**src/rtl/simple_mac_rx.sv**
```systemverilog
// simple_mac_rx: MII receive MAC stripping preamble/FCS, checking CRC/length, streaming bytes out
module simple_mac_rx #(
  parameter int MIN_LEN = 64,
  parameter int MAX_LEN = 1518
) (
  input  logic        eth_rxclk,
  input  logic        rst,
  input  logic        eth_rxdv,
  input  logic [3:0]  eth_rxd,
  input  logic        eth_rxer,
  output logic [7:0]  rx_tdata,
  output logic        rx_tvalid,
  output logic        rx_tlast,
  output logic        rx_tuser,
  output logic [15:0] frame_cnt,
  output logic [15:0] err_cnt
);
  typedef enum logic [1:0] {IDLE, PRE, DATA, DROP} state_t;
  localparam logic [15:0] MIN_L = 16'(MIN_LEN);
  localparam logic [15:0] MAX_L = 16'(MAX_LEN);
  localparam logic [31:0] RESIDUE = 32'hDEBB20E3;
  state_t state, state_nxt;
  logic phase, rxer_seen, sfd, byte_done, eof, bad;
  logic [3:0] lo_nib;
  logic [7:0] new_byte;
  logic [15:0] byte_cnt;
  logic [31:0] crc, crc_nxt;
  logic [4:0][7:0] pipe;
  logic [4:0] pipe_vld;
  function automatic logic [31:0] crc8(input logic [31:0] c, input logic [7:0] d);
    logic [31:0] r;
    r = c ^ {24'h0, d};
    for (int i = 0; i < 8; i++) r = r[0] ? (r >> 1) ^ 32'hEDB88320 : r >> 1;
    return r;
  endfunction
  // state register; reset lands in DROP so an interrupted frame is discarded
  always_ff @(posedge eth_rxclk) state <= rst ? DROP : state_nxt;
  // next state and per-cycle control strobes
  always_comb begin
    state_nxt = state;
    sfd = 1'b0;
    byte_done = 1'b0;
    eof = 1'b0;
    case (state)
      IDLE: if (eth_rxdv) state_nxt = (eth_rxd == 4'h5) ? PRE : DROP;
      PRE: begin
        if (!eth_rxdv) state_nxt = IDLE;
        else if (eth_rxd == 4'hD) begin
          state_nxt = DATA;
          sfd = 1'b1;
        end else if (eth_rxd != 4'h5) state_nxt = DROP;
      end
      DATA: begin
        if (!eth_rxdv) begin
          state_nxt = IDLE;
          eof = 1'b1;
        end else byte_done = phase;
      end
      default: if (!eth_rxdv) state_nxt = IDLE;
    endcase
  end
  assign new_byte = {eth_rxd, lo_nib};
  assign crc_nxt = crc8(crc, new_byte);
  assign bad = (crc != RESIDUE) || phase || rxer_seen || (byte_cnt < MIN_L) || (byte_cnt > MAX_L);
  // byte assembly, CRC, FCS hold pipe, beat generation and frame counters
  always_ff @(posedge eth_rxclk) begin
    if (rst) begin
      phase <= 1'b0;
      rxer_seen <= 1'b0;
      lo_nib <= '0;
      byte_cnt <= '0;
      crc <= 32'hFFFFFFFF;
      pipe <= '0;
      pipe_vld <= '0;
      rx_tdata <= '0;
      rx_tvalid <= 1'b0;
      rx_tlast <= 1'b0;
      rx_tuser <= 1'b0;
      frame_cnt <= '0;
      err_cnt <= '0;
    end else begin
      rx_tvalid <= 1'b0;
      rx_tlast <= 1'b0;
      rx_tuser <= 1'b0;
      if (sfd) begin
        phase <= 1'b0;
        rxer_seen <= 1'b0;
        byte_cnt <= '0;
        crc <= 32'hFFFFFFFF;
        pipe_vld <= '0;
      end
      if (state == DATA && eth_rxdv) begin
        phase <= ~phase;
        rxer_seen <= rxer_seen | eth_rxer;
        if (!phase) lo_nib <= eth_rxd;
        if (byte_done) begin
          crc <= crc_nxt;
          byte_cnt <= (byte_cnt == 16'hFFFF) ? byte_cnt : byte_cnt + 16'd1;
          pipe <= {pipe[3:0], new_byte};
          pipe_vld <= {pipe_vld[3:0], 1'b1};
          if (pipe_vld[4]) begin
            rx_tvalid <= 1'b1;
            rx_tdata <= pipe[4];
          end
        end
      end
      if (eof) begin
        if (pipe_vld[4]) begin
          rx_tvalid <= 1'b1;
          rx_tlast <= 1'b1;
          rx_tuser <= bad;
          rx_tdata <= pipe[4];
        end
        if (pipe_vld[4] && !bad) frame_cnt <= frame_cnt + 16'd1;
        else err_cnt <= err_cnt + 16'd1;
      end
    end
  end
endmodule

```
**config.mk**
```make
export PLATFORM = sky130hd
export DESIGN_NAME = simple_mac_rx
export DESIGN_NICKNAME = d
export VERILOG_FILES = /design/src/rtl/simple_mac_rx.sv
export SDC_FILE = /design/constraint.sdc
export NUM_CORES = 1
export LEC_CHECK = 0
export ABC_AREA = 1
export CORE_MARGIN = 3
export CORE_UTILIZATION = 55
export CTS_BUF_LIST = sky130_fd_sc_hd__clkbuf_4
export CTS_CLUSTER_DIAMETER = 30
export DETAILED_ROUTE_END_ITERATION = 10
export PLACE_DENSITY = 0.72
export SKIP_CTS_REPAIR_TIMING = 1
export SLEW_MARGIN = 20
export SYNTH_ARGS = -nofsm -noshare
export SYNTH_HDL_FRONTEND = slang
export SYNTH_SLANG_ARGS = --single-unit
```
**constraint.sdc**
```tcl
create_clock -name eth_rxclk -period 4.8 [get_ports eth_rxclk]
set_input_delay 0.96 -clock eth_rxclk [delete_from_list [all_inputs] [get_ports eth_rxclk]]
set_output_delay 0.96 -clock eth_rxclk [all_outputs]
set_load 0.02 [all_outputs]
```
Word-level counts from Yosys, hierarchy flattened
Cells that the tools add are included.
{ "op_classes": {"addsub": 3, "eq_ne": 11, "shift": 0, "n_reduce_logical": 16, "div_mod_pow": 0, "n_mux": 45, "bitwise": 14, "order_cmp": 2, "multipliers": 0} }
{ "ops": {"columns": ["op", "count"], "rows": [
  ["32-bit two-way mux", 11],
  ["13-bit inverter with 14-bit output", 8],
  ["16-bit two-way mux", 4],
  ["16-bit by 1-bit adder with 16-bit output (second input constant)", 3],
  ["8-bit two-way mux", 5],
  ["32-bit != test (second input constant)", 1],
  ["32-bit by 8-bit XOR with 32-bit output", 1],
  ["16-bit == test (second input constant)", 1],
  ["16-bit by 11-bit greater-than comparator with 1-bit output (second input constant)", 1],
  ["16-bit by 7-bit < comparator with 1-bit output (second input constant)", 1],
  ["1-bit two-way mux", 15],
  ["5-bit two-way mux", 3],
  ["2-bit two-way mux", 6],
  ["2-bit AND reduction", 4],
  ["4-bit by 3-bit == test with 1-bit output (second input constant)", 1],
  ["4-bit == test (second input constant)", 1],
  ["1-bit logical OR", 4],
  ["4-bit by 3-bit != test with 1-bit output (second input constant)", 1],
  ["4-bit != test (second input constant)", 1],
  ["1-bit inverter", 4],
  ["2-bit case mux with 2 select lines", 1],
  ["3-bit by 1-bit != test with 1-bit output (second input constant)", 1],
  ["3-bit != test (second input constant)", 1],
  ["3-bit AND reduction", 1],
  ["other kinds (10)", 11]
]} }
{ "totals": {"latch_bits": 0, "mem_bits_ro": 0, "mem_count": 0, "wordCells": 109, "mem_bits_rw": 0, "in_bits": 8, "regBits": 144} }

Depth between registers and ports, before layout
Gate-level depths: netlist (run 1).
{ "depth": {"word_depth": 19, "ltp_mapped": 15, "depth_no_buf": 14} }

Least setup slack after synthesis (run 1)
Ideal clock, no wire load.
{ "synth_path": {"path_type": "in2reg", "from": "in eth_rxd[0]", "to": "reg byte_cnt[4]", "path_stages": 7, "required_time_ns": 4.670, "slack_ns": 2.650, "arrival_ns": 2.020, "path_buffers": 0, "path_cell_list": "inv_1 nor2_1 nand3_1 nor2_1 clkinv_1 a22oi_1 nor3_2"} }
{ "synth_via": {"elab_chain_cells": 7} }
{ "synth_lines": {"columns": ["item", "line_no", "text"], "rows": [
  ["start, declared", "9", "input logic [3:0] eth_rxd,"],
  ["4-bit == test (*)", "48", "else if (eth_rxd == 4'hD) begin"],
  ["1-bit two-way mux (*)", "48", null],
  ["1-bit two-way mux (*)", "47", "if (!eth_rxdv) state_nxt = IDLE;"],
  ["1-bit two-way mux (*)", "44", "case (state)"],
  ["16-bit two-way mux (*)", "85", "if (sfd) begin"],
  ["16-bit two-way mux", "96", "if (byte_done) begin"],
  ["16-bit two-way mux (*)", "92", "if (state == DATA && eth_rxdv) begin"],
  ["end signal, assigned", "98", "byte_cnt <= (byte_cnt == 16'hFFFF) ? byte_cnt : byte_cnt + 16'd1;"],
  ["end, declared", "26", "logic [15:0] byte_cnt;"]
]} }
Mark *: on every way between the ends. The rest lies on a longest branch, timed or not.
A chain may end at the register's enable or synchronous reset.

Final worst setup path (run 1)
{ "layout_path": {"from": "in eth_rxdv", "to": "reg byte_cnt[14]"} }
{ "layout_via": {"elab_chain_cells": 5, "elab_cells_between_ends": 9, "cone_classes": "eq/ne (1); mux (7); reduce/logical (1)"} }
{ "layout_lines": {"columns": ["item", "line_no", "text"], "rows": [
  ["start, declared", "8", "input logic eth_rxdv,"],
  ["1-bit two-way mux", "47", null],
  ["1-bit two-way mux", "44", null],
  ["16-bit two-way mux", "85", null],
  ["16-bit two-way mux", "96", null],
  ["16-bit two-way mux", "92", null]
]} }
Parallel ways exist; a longest one is shown, timed or not.

==> results.toml, run 1 <==
[status]
outcome = "finished, final reports clean"

[logic_synthesis]
seq_area_frac_synth_pct = 39.2
yosysWarnings = 0
synthesis.nets = 1059
yosys.area.top_type = "dfxtp_1"
synth_area_leaders = "dfxtp_1 (39%), nand2_1 (10%), nor2_1 (9.6%)"
synth_common_cells = "nand2_1 (200), nor2_1 (188), dfxtp_1 (144)"
netlist_instances = 1048
post-synth-top-count-cell = "nand2_1"
synth_edf_count = 0
netlist_area_sq_um = 7350
yosys.area.top_type_share_pct = 39.2
synth_async_sr_flop_share_pct = 0
synthDistinctLibCells = 44
avgSynthCellArea_sq_um = 7.01
ys_ff_latch = 144
ys.flop_type = "dfxtp_1"

[pwr]
power.total_mw = 2.32
seqPwrFrac_pct = 53.1
p_sw_mw = 0.688
combPwrFrac_pct = 11.6
p_per_area_nw_per_um2 = 282
p_leak_nw = 3.59
p_int_mw = 1.63
swShare_pct = 29.7
power_frac_clock_pct = 35.4
vdd_drop_max_uv = 310

[placed_design]
place_congestion = 0.939
dp_hpwl_mm = 11.9
portBuffers = 50
dp.cells = 1238

[cts]
tritoncts = "done"
cts_root_buffer = "clkbuf_4"
clockBufferDepth = 2
clk_latency_ns = 0.58
clkSinkCount = 144
path_clk_slew_ns = 0.14
cts_made_buffers = 17
h-tree-depth = 4

[global_routing]
antenna_found_initial = 1
overflow = 0
track_usage_pct = 24.1
grt_pass1_wl_mm = 28.6
grt_pass1_vias = 5839
grt_max_degree = 86

[timing]
finalHoldViolCount = 0
tns_ns = 0
rsz0062_at_grt = "no"
max_freq_ghz = 0.338
finalSetupViolCount = 0
maxSlewHeadroom_pct = 34.6
fin_crit_ns = 2.96
min_period_over_period_pct = 61.7
worstMarginPinSlew_ns = 0.976
skew_ns = 0.0256
slew_violations = 0

[setup_path]
crit_type = "input pin to flop"
rrSetupSlack_ns = 2.36
worstSetupEndpoint = "byte_cnt[14]"
cpPeakStageDelay_ns = 0.64
worst_path_most_repeated_cell = "inv_2"
critical_path_required_ns = 5.28
r2r_end = "crc[23]"
path_depth = 11
r2r-start = "crc[1]"
cp_top_family = "buffers and inverters"
path_cells = "clkdlybuf4s50_1 -> nand2_1 -> nor2_1 -> inv_2 -> nor2_4 -> buf_4 -> nand2_4 -> inv_2 -> nand4_1 -> nand3_1 -> inv_1"
crit_buf_inv = 5
r2r_cells = 10
start_kind = "input pin"
worstPathArrival_ns = 3.44
crit_fanout = 85
end_kind = "flop"
startpoint = "eth_rxdv"
crit_slowest_cell = "buf_4"

[flow_run]
max_cap_viol_count = 0

[die]
core_sq_um = 12800
row_count = 41
io_pins = 51
start_util_pct = 57.3
die_area_sq_um = 14800
die_y_microns = 122
die_w_microns = 122

[finish]
layout.cells.non_filler = 1271
fin_nets = 1096
area_growth_syn_to_layout_pct = 11.8
drive_above_1_share_pct = 7.29
fillers = 1189

[drt]
wirelength_mm = 17.3
ant_nets = 0
avgViaCountPerCell = 5.23
drc = 0
vias = 6648
firstDrtPassIters = 5
drt-initial-drc-count = 643
routedWlPerCell_microns = 13.6

[worst_hold_path]
hold_class = "flop to flop"
-- cell families (layout without fill, tap and decap cells) --
family                   count (synthesis)  after routing  share of synthesized area, %
other                                    0              1                             0
adder cells (fa/ha/maj)                  3              3                         0.511
XOR/XNOR                                75             75                          9.81
flip-flops                             144            144                          39.2
buffers and inverters                  145            195                          8.12
AO/OA/AOI/OAI                          175            175                          12.9
AND/OR/NAND/NOR                        506            506                          29.4
-- worst min-delay path by stage --
stage                            from          end  slack [ns]  cells after the start
after floorplan           pipe_vld[1]  pipe_vld[1]        0.44                      2
after global placement    pipe_vld[2]  pipe_vld[3]        0.45                      2
after detailed placement  pipe_vld[2]  pipe_vld[2]        0.45                      2
after CTS                 pipe_vld[1]  pipe_vld[2]        0.47                      2
after global routing         pipe[13]     pipe[21]        0.50                      2
final                     pipe_vld[1]  pipe_vld[2]        0.46                      2
-- worst register-to-register path: stages, from the launching register on --
cell	delay (ns)
dfxtp_1	0.41
xnor2_2	0.78
xor2_2	0.34
nand2_1	0.18
nand2_2	0.12
inv_2	0.13
nand2_2	0.08
nor2_1	0.14
nor2_1	0.05
nand2_1	0.05
nand2_1	0.04
-- cells in the final DEF, fill, tap and decap left out, types with 3 or more instances in the layout --
| master | netlist | routed |
|---|---|---|
| buf_4 | 3 | 7 |
| nor3_1 | 17 | 17 |
| ha_1 | 3 | 3 |
| inv_1 | 94 | 93 |
| o21ai_1 | 4 | 4 |
| o22ai_1 | 6 | 6 |
| clkdlybuf4s50_1 | 0 | 50 |
| xor2_1 | 49 | 49 |
| nand4_1 | 9 | 9 |
| nor2_4 | 5 | 5 |
| a21oi_1 | 54 | 54 |
| xnor2_2 | 3 | 3 |
| nand2_2 | 9 | 9 |
| dfxtp_1 | 144 | 144 |
| xnor2_1 | 19 | 19 |
| inv_2 | 11 | 12 |
| nand3b_1 | 4 | 4 |
| nor2_1 | 188 | 188 |
| clkbuf_4 | 0 | 17 |
| nand2_1 | 200 | 200 |
| inv_6 | 0 | 8 |
| o211ai_1 | 9 | 9 |
| nand3_1 | 64 | 64 |
| xor2_2 | 3 | 3 |
| o21ai_0 | 90 | 90 |
-- routing by layer --
metal | part of all wire, % | wire length [microns] | global-route usage [%] | up-vias
met1 | 49 | 8440 | 33.4 | 3044
met3 | 4.5 | 775 | 5.52 | 27
met5 | 0 | 0 | 0 | -
li1 | - | - | - | 3433
met2 | 45 | 7860 | 38.0 | 144
met4 | 1.5 | 257 | 6.86 | 0
-- stage by stage --
step | worst slack [ns] | util (%) | area (sq um) | hold WS (ns)
CTS | 1.92 | 64.0 | 8210 | 0.470
global placement | 1.37 | 61.7 | 7920 | 0.455
global route | 1.66 | 64.1 | 8220 | 0.498
floorplan | 2.65 | - | 7350 | 0.441
finish | 1.84 | 64.1 | 8220 | 0.463
detailed placement | 1.30 | 61.7 | 7920 | 0.454
-- sequential cells by signal, indices dropped and copies added, names as in the netlist, named ones only --
| register | count |
|---|---|
| byte_cnt | 16 |
| crc | 32 |
| phase | 1 |
| rx_tvalid | 1 |
| state | 2 |
| frame_cnt | 16 |
| err_cnt | 16 |
| pipe | 40 |
| rx_tuser | 1 |
| rxer_seen | 1 |
| lo_nib | 4 |
| rx_tlast | 1 |
| pipe_vld | 5 |
-- cell type report --
class                   count  area (sq um)  share of cell area (%)
clock inverters            15           169                    2.06
repair buffers             57           553                    6.73
diodes                      1          2.50                  0.0305
multi-input cells         759          3870                    47.1
clock buffers              17           128                    1.55
flip-flops and latches    144          2880                    35.1
inverters                 106           398                    4.84
well taps                 172           215                    2.62
-- power by group through the flow --
stage / registers, mW / clock network [mW] / logic, mW
3_3_place_gp: 1.26 / 0 / 0.263
6_report: 1.23 / 0.821 / 0.268
3_5_place_dp: 1.26 / 0 / 0.265
2_1_floorplan: 1.25 / 0 / 0.207
5_1_grt: 1.23 / 0.895 / 0.298
4_1_cts: 1.23 / 0.839 / 0.266
(Power assumes the default switching activity.)
==> inputs of run 2 (changes only) <==
Settings changed: PLACE_DENSITY 0.72 to 0.75.
Clock period 4.8 ns to 2.65 ns, I/O delays scaled along.
==> run 2 against run 1 <==
Against the previous run: highest routed layer unchanged; hold slack improved by 0.015 ns; via count increased by 1.3%; power up 85%; sequential power rose by 81%; non-clock buffer count grew 15.
==> results.toml, run 2 (synthesis results as in run 1) <==
[status]
outcome = "finished, final reports clean"

[worst_hold_path]
hold_class = "flop to flop"

[global_routing]
met2_usage_pct = 36.1
track_usage_pct = 23.6
grt_pass1_wl_mm = 28.3
gr-max-usage-layer = "met2"
grt_pass1_vias = 5920
overflow = 0
met1_usage_pct = 33.4
grt_max_degree = 77
grtUsageMet3_pct = 4.41
antenna_found_initial = 1

[die]
die_area_sq_um = 14800
io_pins = 51
row_count = 41
start_util_pct = 57.3
core_sq_um = 12800
die_y_microns = 122
die_w_microns = 122

[cts]
clkSinkCount = 144
clockBufferDepth = 2
cts_root_buffer = "clkbuf_4"
tritoncts = "done"
clk_latency_ns = 0.57
h-tree-depth = 4
cts_made_buffers = 17
path_clk_slew_ns = 0.14

[timing]
tns_ns = 0
worstMarginPinSlew_ns = 0.544
slew_violations = 0
maxSlewHeadroom_pct = 63.4
min_period_over_period_pct = 83.9
max_freq_ghz = 0.450
finalSetupViolCount = 0
rsz0062_at_grt = "no"
fin_ws_ns = 0.426
skew_ns = 0.0184
finalHoldViolCount = 0
fin_crit_ns = 2.22

[placed_design]
portBuffers = 50
place_congestion = 0.954
pre_cts_ws_ns = 0.185
dpl_cell_area_sq_um = 8070
dp_hpwl_mm = 12.0

[drt]
drt-initial-drc-count = 622
drc = 0
vias = 6735
routedWlPerCell_microns = 13.3
wirelength_mm = 17.1
firstDrtPassIters = 5
ant_nets = 0
avgViaCountPerCell = 5.24

[pwr]
p_per_area_nw_per_um2 = 513
p_sw_mw = 1.29
combPwrFrac_pct = 12.0
swShare_pct = 30.0
power.total_mw = 4.30
seqPwrFrac_pct = 51.9
p_leak_nw = 3.70
vdd_drop_max_uv = 414
power_frac_clock_pct = 36.1
p_int_mw = 3.01

[setup_path]
crit_type = "flop to output pin"
critical_path_required_ns = 2.12
crit_buf_inv = 1
crit_slowest_cell = "clkdlybuf4s50_1"
start_kind = "flop"
end_kind = "output pin"
cpPeakStageDelay_ns = 0.65
cp_top_family = "buffers and inverters"
crit_fanout = 6
path_cells = "clkdlybuf4s50_1"
worstPathArrival_ns = 1.69

[finish]
drive_above_1_share_pct = 8.63
fin_util_pct = 65.4
layout_commonest_cell = "nand2_1"
largest_reg_flops = 40
stdcell_area_sq_um = 8390
layout_common_cells = "nand2_1 (200), nor2_1 (188), dfxtp_1 (144)"
fin_nets = 1111
reg.largest.list = "pipe x40, crc x32"
area_growth_syn_to_layout_pct = 14.1
top_register = "pipe"
fillers = 1150

[flow_run]
max_cap_viol_count = 0
## run 2: changes by cell type in the layout (fill, tap and decap cells not counted)
cell | previous run | this run
clkinv_1 | 2 | 1
clkinvlp_4 | 2 | 0
buf_12 | 0 | 3
clkinv_8 | 0 | 1
inv_8 | 1 | 5
inv_6 | 8 | 5
clkinv_2 | 0 | 1
buf_4 | 7 | 19
## run 2: area by class of cell
cell class | count | area [sq um] | share of cell area, %
well taps | 172 | 215 | 2.57
diodes | 1 | 2.50 | 0.0298
inverters | 106 | 398 | 4.74
flip-flops and latches | 144 | 2880 | 34.4
multi-input cells | 759 | 3870 | 46.1
clock inverters | 15 | 190 | 2.27
repair buffers | 72 | 703 | 8.38
clock buffers | 17 | 128 | 1.52
## run 2: routing by layer
metal  vias to the layer above  wire [microns]  share of wire, %
met2                       176            7710                45
met1                      3061            8040                47
met4                         0             352               2.1
li1                       3465               -                 -
met5                         -               0                 0
met3                        33             988               5.8
## run 2: final timing paths
check / start / to / slack, ns / cells after the start
worst max-delay path: err_cnt[12] / err_cnt[12] / 0.43 / 1
worst min-delay path: pipe_vld[0] / pipe_vld[1] / 0.48 / 2
worst max register to register: byte_cnt[0] / byte_cnt[5] / 0.57 / 14
worst min register to register: pipe_vld[0] / pipe_vld[1] / 0.48 / 2
## run 2: power groups by stage
stage	clock network (mW)	logic [mW]	registers, mW
4_1_cts	1.59	0.514	2.23
3_3_place_gp	0	0.506	2.28
6_report	1.55	0.518	2.23
3_5_place_dp	0	0.511	2.28
5_1_grt	1.68	0.574	2.24
2_1_floorplan	0	0.375	2.27
## run 2: metrics by stage
| step | hold WS, ns | instances |
|---|---|---|
| global placement | 0.454 | 1253 |
| global route | 0.499 | 1286 |
| floorplan | 0.441 | 1048 |
| detailed placement | 0.459 | 1253 |
| finish | 0.478 | 1286 |
| CTS | 0.478 | 1285 |
==> inputs of run 3 (changes only) <==
Clock period 2.65 ns to 1.9 ns, I/O delays scaled along.
==> run 3 against run 2 <==
Against the previous run: worst setup slack got worse by 0.42 ns; wire length increased by 14%; flip-flop and latch count unchanged; combinational power increased by 70%; core utilization increased by 9.2 points; clock skew decreased by 0.0019 ns; via count increased by 8.6%; hold slack got worse by 0.0063 ns; clock power increased by 32%.
==> results.toml, run 3 (synthesis results as in run 1) <==
[finish]
layout_common_cells = "nand2_1 (191), nor2_1 (174), dfxtp_1 (122)"
area_growth_syn_to_layout_pct = 30.1
top_register = "pipe"
diodes = 0
fillers = 991
largest_reg_flops = 40
fin_util_pct = 74.6
drive_above_1_share_pct = 21.1
layout_commonest_cell = "nand2_1"
reg.largest.list = "pipe x40, crc x32"
stdcell_area_sq_um = 9560
fin_nets = 1217

[timing]
min_period_over_period_pct = 99.6
slew_violations = 0
tns_ns = 0
max_freq_ghz = 0.528
skew_ns = 0.0165
maxSlewHeadroom_pct = 68.2
fin_crit_ns = 1.89
finalHoldViolCount = 0
finalSetupViolCount = 0
fin_ws_ns = 0.00713
rsz0062_at_grt = "yes"
worstMarginPinSlew_ns = 0.472

[pwr]
power.total_mw = 6.03
p_per_area_nw_per_um2 = 631
p_leak_nw = 5.05
vdd_drop_max_uv = 617

[drt]
ant_nets = 0
wirelength_mm = 19.5
firstDrtPassIters = 5
avgViaCountPerCell = 5.26
drc = 0
routedWlPerCell_microns = 14.0
vias = 7313
drt-initial-drc-count = 664

[status]
outcome = "finished, final reports clean"

[global_routing]
antenna_found_initial = 0
grt_pass1_vias = 6501
met1_usage_pct = 34.1
grt_max_degree = 35
grt_pass1_wl_mm = 30.3
grtUsageMet3_pct = 4.97
met2_usage_pct = 41.4
gr-max-usage-layer = "met2"
overflow = 0
track_usage_pct = 25.5

[cts]
h-tree-depth = 4
clk_latency_ns = 0.57
cts_root_buffer = "clkbuf_4"
clockBufferDepth = 2
tritoncts = "done"
path_clk_slew_ns = 0.14
cts_made_buffers = 17
clkSinkCount = 144

[setup_path]
r2r-start = "crc[25]"
critical_path_required_ns = 2.41
worst_path_most_repeated_cell = "nand2_1"
crit_type = "flop to flop"
r2r_cells = 15
cp_top_family = "simple AND/OR/NAND/NOR gates"
r2r_end = "frame_cnt[14]"
crit_slowest_cell = "dfxtp_2"
rrSetupSlack_ns = 0.007
end_kind = "flop"
path_cells = "inv_2 -> nor2_2 -> nand2_1 -> nor2_1 -> nand3_1 -> nor2_2 -> buf_6 -> nand3_4 -> nor2_4 -> buf_12 -> buf_6 -> nand3_2 -> nand2_1 -> nand2_1 -> nor2_1"
start_kind = "flop"
crit_buf_inv = 4
cpPeakStageDelay_ns = 0.39
crit_fanout = 6
worstPathArrival_ns = 2.40

[die]
die_area_sq_um = 14800
row_count = 41
start_util_pct = 57.3
io_pins = 51
die_y_microns = 122
die_w_microns = 122
core_sq_um = 12800

[worst_hold_path]
hold_class = "input pin to flop"
holdPathEnd = "rxer_seen"
min_path_cells = 3
hp-start = "eth_rxer"

[flow_run]
max_cap_viol_count = 0

[placed_design]
portBuffers = 50
dpl_cell_area_sq_um = 8810
pre_cts_ws_ns = -0.218
dp_hpwl_mm = 13.3
place_congestion = 0.941
-- run 3: cell count changes in the layout (fill, tap and decap cells not counted), moves of 5 or more --
cell | previous run | this run
nor2_2 | 0 | 12
buf_4 | 19 | 112
buf_6 | 0 | 7
nor2_1 | 188 | 174
o21ai_1 | 4 | 9
nand2_1 | 200 | 191
inv_8 | 5 | 0
buf_12 | 3 | 8
nand2_2 | 9 | 15
dfxtp_2 | 0 | 20
dfxtp_1 | 144 | 122
o21ai_0 | 90 | 84
clkdlybuf4s50_1 | 50 | 7
dlymetal6s2s_1 | 0 | 43
-- run 3: metal layers --
layer | up-vias | wire, microns
li1 | 3683 | -
met1 | 3386 | 8710
met2 | 209 | 9390
met3 | 35 | 1020
met4 | 0 | 374
met5 | - | 0
-- run 3: worst min-delay path: cells and delay by family --
family	cells	cell delay (ns)
AO/OA/AOI/OAI	2	0.21
buffers and inverters	1	0.40
-- run 3: layout make-up --
type / instances / area, sq um / area share (%)
multi-input combinational: 759 / 4020 / 42.1
sequential: 144 / 2920 / 30.5
timing repair buffer: 178 / 1710 / 17.9
inverter: 106 / 403 / 4.21
tap: 172 / 215 / 2.25
clock inverter: 13 / 153 / 1.60
clock buffer: 19 / 143 / 1.49
-- run 3: how the worst max path moves through the flow --
stage	end	slack (ns)	depth (start not counted)	from
detailed placement	crc[23]	-0.22	10	eth_rxd[2]
global placement	crc[16]	-0.18	10	eth_rxd[0]
CTS	err_cnt[12]	-0.19	1	err_cnt[12]
global route	frame_cnt[14]	-0.15	15	crc[25]
finish	frame_cnt[14]	0.007	15	crc[25]
floorplan	byte_cnt[8]	0.17	15	byte_cnt[1]
-- run 3: through the flow --
step	hold slack, ns	std cells
floorplan	0.441	1048
global placement	0.450	1344
detailed placement	0.454	1344
CTS	0.432	1376
global route	0.490	1391
finish	0.472	1391
-- run 3: power by group --
group	internal, mW	total [mW]	switching, mW
clock	0.834	2.05	1.21
combinational	0.385	0.880	0.495
sequential	3.07	3.10	0.0362
